$ cat src/rtl/mem_port_arbiter.sv
// Shares memory port B between the CPU controller (read/write) and the VGA
// frame reader (read-only). The CPU has priority, but a wait counter forces a
// video grant once video has lost MAX_WAIT times in a row. Each read carries a
// registered (valid, owner) tag. The tag steers the returning word, one cycle
// later, to the requester that issued the read.
module mem_port_arbiter #(
    parameter int ADDR_W   = 14,
    parameter int DATA_W   = 18,
    parameter int MAX_WAIT = 4     // legal range 1..15
) (
    input  logic              CLK,
    input  logic              CLR,
    input  logic              cpu_req,
    input  logic              cpu_we,
    input  logic [ADDR_W-1:0] cpu_addr,
    input  logic [DATA_W-1:0] cpu_din,
    output logic              cpu_gnt,
    output logic              cpu_rvalid,
    output logic [DATA_W-1:0] cpu_dout,
    input  logic              vid_req,
    input  logic [ADDR_W-1:0] vid_addr,
    output logic              vid_gnt,
    output logic              vid_rvalid,
    output logic [DATA_W-1:0] vid_dout,
    output logic              mem_we,
    output logic [ADDR_W-1:0] mem_addr,
    output logic [DATA_W-1:0] mem_din,
    input  logic [DATA_W-1:0] mem_dout,
    output logic              busy
);

    logic              cpu_win;
    logic              vid_win;
    logic [3:0]        wait_cnt_q, wait_cnt_d;
    logic              cpu_gnt_q, vid_gnt_q, busy_q, mem_we_q;
    logic [ADDR_W-1:0] mem_addr_q;
    logic [DATA_W-1:0] mem_din_q;
    logic              tag_vld_q, tag_own_q;   // tag_own_q: 0 = CPU, 1 = video
    logic [DATA_W-1:0] cpu_dout_q, vid_dout_q;

    // Winner selection: the CPU wins unless video has been starved long enough.
    always_comb begin
        cpu_win    = 1'b0;
        vid_win    = 1'b0;
        wait_cnt_d = wait_cnt_q;
        if (cpu_req && !(vid_req && (wait_cnt_q >= 4'(MAX_WAIT)))) begin
            cpu_win = 1'b1;
        end else if (vid_req) begin
            vid_win = 1'b1;
        end
        if (vid_win) begin
            wait_cnt_d = 4'd0;
        end else if (vid_req && (wait_cnt_q != 4'hF)) begin
            wait_cnt_d = wait_cnt_q + 4'd1;
        end
    end

    // Issue stage: grant and memory command register together. The address and
    // write data hold their last values when the port is idle.
    always_ff @(posedge CLK or negedge CLR) begin
        if (!CLR) begin
            cpu_gnt_q  <= 1'b0;
            vid_gnt_q  <= 1'b0;
            busy_q     <= 1'b0;
            mem_we_q   <= 1'b0;
            mem_addr_q <= '0;
            mem_din_q  <= '0;
            wait_cnt_q <= 4'd0;
        end else begin
            cpu_gnt_q  <= cpu_win;
            vid_gnt_q  <= vid_win;
            busy_q     <= cpu_win | vid_win;
            mem_we_q   <= cpu_win & cpu_we;
            wait_cnt_q <= wait_cnt_d;
            if (cpu_win) begin
                mem_addr_q <= cpu_addr;
                mem_din_q  <= cpu_din;
            end else if (vid_win) begin
                mem_addr_q <= vid_addr;
            end
        end
    end

    // Return stage: tag each read as it leaves the issue stage, and capture the
    // returned word so each owner's dout holds until that owner's next rvalid.
    always_ff @(posedge CLK or negedge CLR) begin
        if (!CLR) begin
            tag_vld_q  <= 1'b0;
            tag_own_q  <= 1'b0;
            cpu_dout_q <= '0;
            vid_dout_q <= '0;
        end else begin
            tag_vld_q <= busy_q & ~mem_we_q;
            tag_own_q <= vid_gnt_q;
            if (cpu_rvalid) cpu_dout_q <= mem_dout;
            if (vid_rvalid) vid_dout_q <= mem_dout;
        end
    end

    assign cpu_gnt    = cpu_gnt_q;
    assign vid_gnt    = vid_gnt_q;
    assign busy       = busy_q;
    assign mem_we     = mem_we_q;
    assign mem_addr   = mem_addr_q;
    assign mem_din    = mem_din_q;
    assign cpu_rvalid = tag_vld_q & ~tag_own_q;
    assign vid_rvalid = tag_vld_q & tag_own_q;
    // The memory word is valid in the return cycle itself, so pass it straight
    // through while rvalid is high and hold the captured copy afterwards.
    assign cpu_dout   = cpu_rvalid ? mem_dout : cpu_dout_q;
    assign vid_dout   = vid_rvalid ? mem_dout : vid_dout_q;

endmodule

$ cat config.mk
export PLATFORM = sky130hd
export DESIGN_NAME = mem_port_arbiter
export DESIGN_NICKNAME = d
export VERILOG_FILES = /design/src/rtl/mem_port_arbiter.sv
export SDC_FILE = /design/constraint.sdc
export NUM_CORES = 1
export LEC_CHECK = 0
export CAP_MARGIN = 40
export CORE_MARGIN = 2
export CORE_UTILIZATION = 33
export DETAILED_ROUTE_END_ITERATION = 6
export PLACE_DENSITY = 0.65
export SETUP_SLACK_MARGIN = 0.4
export SLEW_MARGIN = 5
export SYNTH_ARGS = -nofsm -noshare
export SYNTH_HDL_FRONTEND = slang
export SYNTH_SLANG_ARGS = --single-unit
$ cat constraint.sdc
create_clock -name CLK -period 1.9 [get_ports CLK]
set_input_delay 0.475 -clock CLK [delete_from_list [all_inputs] [get_ports CLK]]
set_output_delay 0.475 -clock CLK [all_outputs]
set_load 0.005 [all_outputs]
==> impl_results.md <==
- Pwr Density: 854 mW/mm^2
- R2r startpoint: tag_vld_q
- CP required: 1420 ps
- Syn Inst Count: 192
- Tot Pwr: 4.87 mW
- Port Buffers: 142
- M2 GR Usage: 28.1%
- Max Cap Viol: 0
- Largest net degree at the start of global routing: 53
- Final hold violation count: 0
- Sequential-to-total area share from yosys stat: 63.8%
- Initial detailed-routing violation count: 47
- WL/cell: 15.9 microns
- GRT busiest layer: met2
- Cell variety after synth: 24
- Post-Syn Area: 0.00306 sq mm
- CTS tree: built
- Clock sink count: 78
- Count of final setup violators: 37
- Violated checks: negative setup slack
- Final worst-path cycle share: 114%
- CP arrival: 1690 ps
- Slew Viols, Final: 0
- ANT cells: 0
- Drt via density: 4.60
- Commonest non-fill, non-tap cell in the layout: dfrtp_1
- Worst setup EP type: primary output
- Static Leakage: 2.72 nW
- Commonest non-fill, non-tap cells in the layout: dfrtp_1, clkdlybuf4s50_1, buf_6
- Wire length of the first global-routing pass: 13.2 mm
- Final setup TNS: -7460 ps
- R2r endpoint: cpu_dout_q[16]
- Clk_skew: roughly 8.1 ps
- Fmax: about 460 MHz
- Largest area contributor in the netlist: dfrtp_1
- Initial Utilization: between 30% and 40%
- Layout Nets: between 400 and 500
- Std-Cell Rows: 35
- Synth warn: 0
- Boundary Pins: ~140
- Met3 usage: just under 7%
- VDD IR max: around 390 uV
- Core Area: around 0.0091 sq mm
- DRT antenna net count: 0
- Vias in the first global route: 2,674
- FF-to-FF setup slack: 200 ps
- Post-synth net total: 262
- Relative slew slack: about three quarters
- Pre-CTS setup slack: -259 ps
- Die Area: approximately 0.010 sq mm
- Register bit total from synthesis: 78
- Post-synth top area share: 63.8%
- Share of cells above drive strength 1: 49.0%
- Cts bufs inserted: 9
- Grt ovf: 0
- Gr usage total: 17.0%
- Wirelength, routed: between 8 and 9 mm
- CTS clock-pin slew for the worst setup and hold paths: 80 ps
- Mean Syn Cell Area: ~16 sq um
- Status: finished, violations left
- Final WS setup: -264 ps
- R2R depth: 8
- DRC Markers: 0
- Max clock buf depth: 2
- Floorplan die width: 100 microns
- Die H: 100 microns
- CTS H-tree depth: 3
- Met1 Resource Use GR: about 20%
- Root Buffer: clkbuf_8
- Worst hold path class: primary input to async pin
- Clock latency at the later pin of the worst-skew pair: 330 ps
- Final core occ: 62.6%
- Worst Max-Slew Pin Slew: 357 ps
- Critical Path Start Type: register
- Initial antenna violation count: 0
- Ranking of synthesized cells by area: dfrtp_1, mux2_2, a221o_2
- RSZ-0062 raised after global routing: true
- Area growth, synth to finish: 86.4%
- Min cycle time layout: 2160 ps
- Final GP Congestion: 0.728
- Via count: between 2,000 and 2,500
- Crit-path max FO: 3
- Fill count: about 730
- Hpwl dp: between 5 and 6 mm
- Critical setup path kind: register to primary output
- First-pass iteration count of the detailed router: 4
critical path: stages (launching register included):
cell	delay [ps]
dfrtp_1	410
nor2b_4	150
buf_4	140
buf_12	120
buf_8	120
mux2_4	310
buf_6	120
power breakdown:
group / internal (mW) / switching (mW) / total [mW]
Combinational: 1.04 / 0.461 / 1.50
Sequential: 1.89 / 0.0945 / 1.99
Clock: 0.806 / 0.572 / 1.38
state kept, by name, summed over array words and instances (netlist names):
| register | flops |
|---|---|
| busy | 1 |
| cpu_dout_q | 18 |
| cpu_gnt | 1 |
| mem_addr | 14 |
| mem_din | 18 |
| mem_we | 1 |
| tag_own_q | 1 |
| tag_vld_q | 1 |
| vid_dout_q | 18 |
| vid_gnt | 1 |
| wait_cnt_q | 4 |
what timing repair did:
item | in CTS | in global routing
buffers inserted | 40 | 15
gates resized for setup | 280 | 38
pin swaps | 1 | 1
hold buffers | 0 | 0
endpoints found under the setup margin | 98 | 70
cloned | 3 | 0
stage by stage:
step	instance area, sq um	hold WS (ps)	instances
after floorplan	3110	179	192
after global placement	4720	362	450
after detailed placement	4720	364	450
after CTS	5500	36.6	508
after global routing	5700	35.4	523
final	5700	41.4	523
cell type report:
| cell class | count | area, sq um | area share (%) |
|---|---|---|---|
| repair buffers | 213 | 2190 | 38.5 |
| flip-flops and latches | 78 | 1950 | 34.2 |
| multi-input cells | 100 | 1170 | 20.5 |
| clock buffers | 12 | 155 | 2.72 |
| well taps | 111 | 139 | 2.44 |
| clock inverters | 3 | 67.6 | 1.19 |
| inverters | 6 | 22.5 | 0.395 |
worst max-delay path by stage:
stage	from	end
after floorplan	tag_own_q	cpu_dout[10]
after global placement	mem_dout[8]	vid_dout[8]
after detailed placement	mem_dout[8]	vid_dout[8]
after CTS	tag_vld_q	cpu_dout[10]
after global routing	tag_vld_q	cpu_dout[17]
final	tag_vld_q	cpu_dout[17]
cell usage after synthesis, drive strengths merged:
master	count
dfrtp	78
mux2	54
a221o	14
and2	14
buf	8
inv	6
nor2b	4
nand2	3
o21ai	3
nand3	2
and3	1
clkbuf	1
ha	1
nor2	1
nor3b	1
o22ai	1
layer usage:
metal,routed length (microns),up-vias
met5,0,-
met4,64,0
met3,701,4
met2,4150,91
met1,3410,1195
li1,-,1114
logic make-up (layout without fill, tap and decap cells):
logic type      Yosys count  in the layout  synth area share [%]
buf+inv                  15            234                  3.27
fa+ha+maj                 1              1                 0.409
simple gates             26             27                  5.52
mux                      54             54                  21.0
flops                    78             78                  63.8
compound gates           18             18                  5.97
No activity file was read; power rests on OpenSTA's default activity.
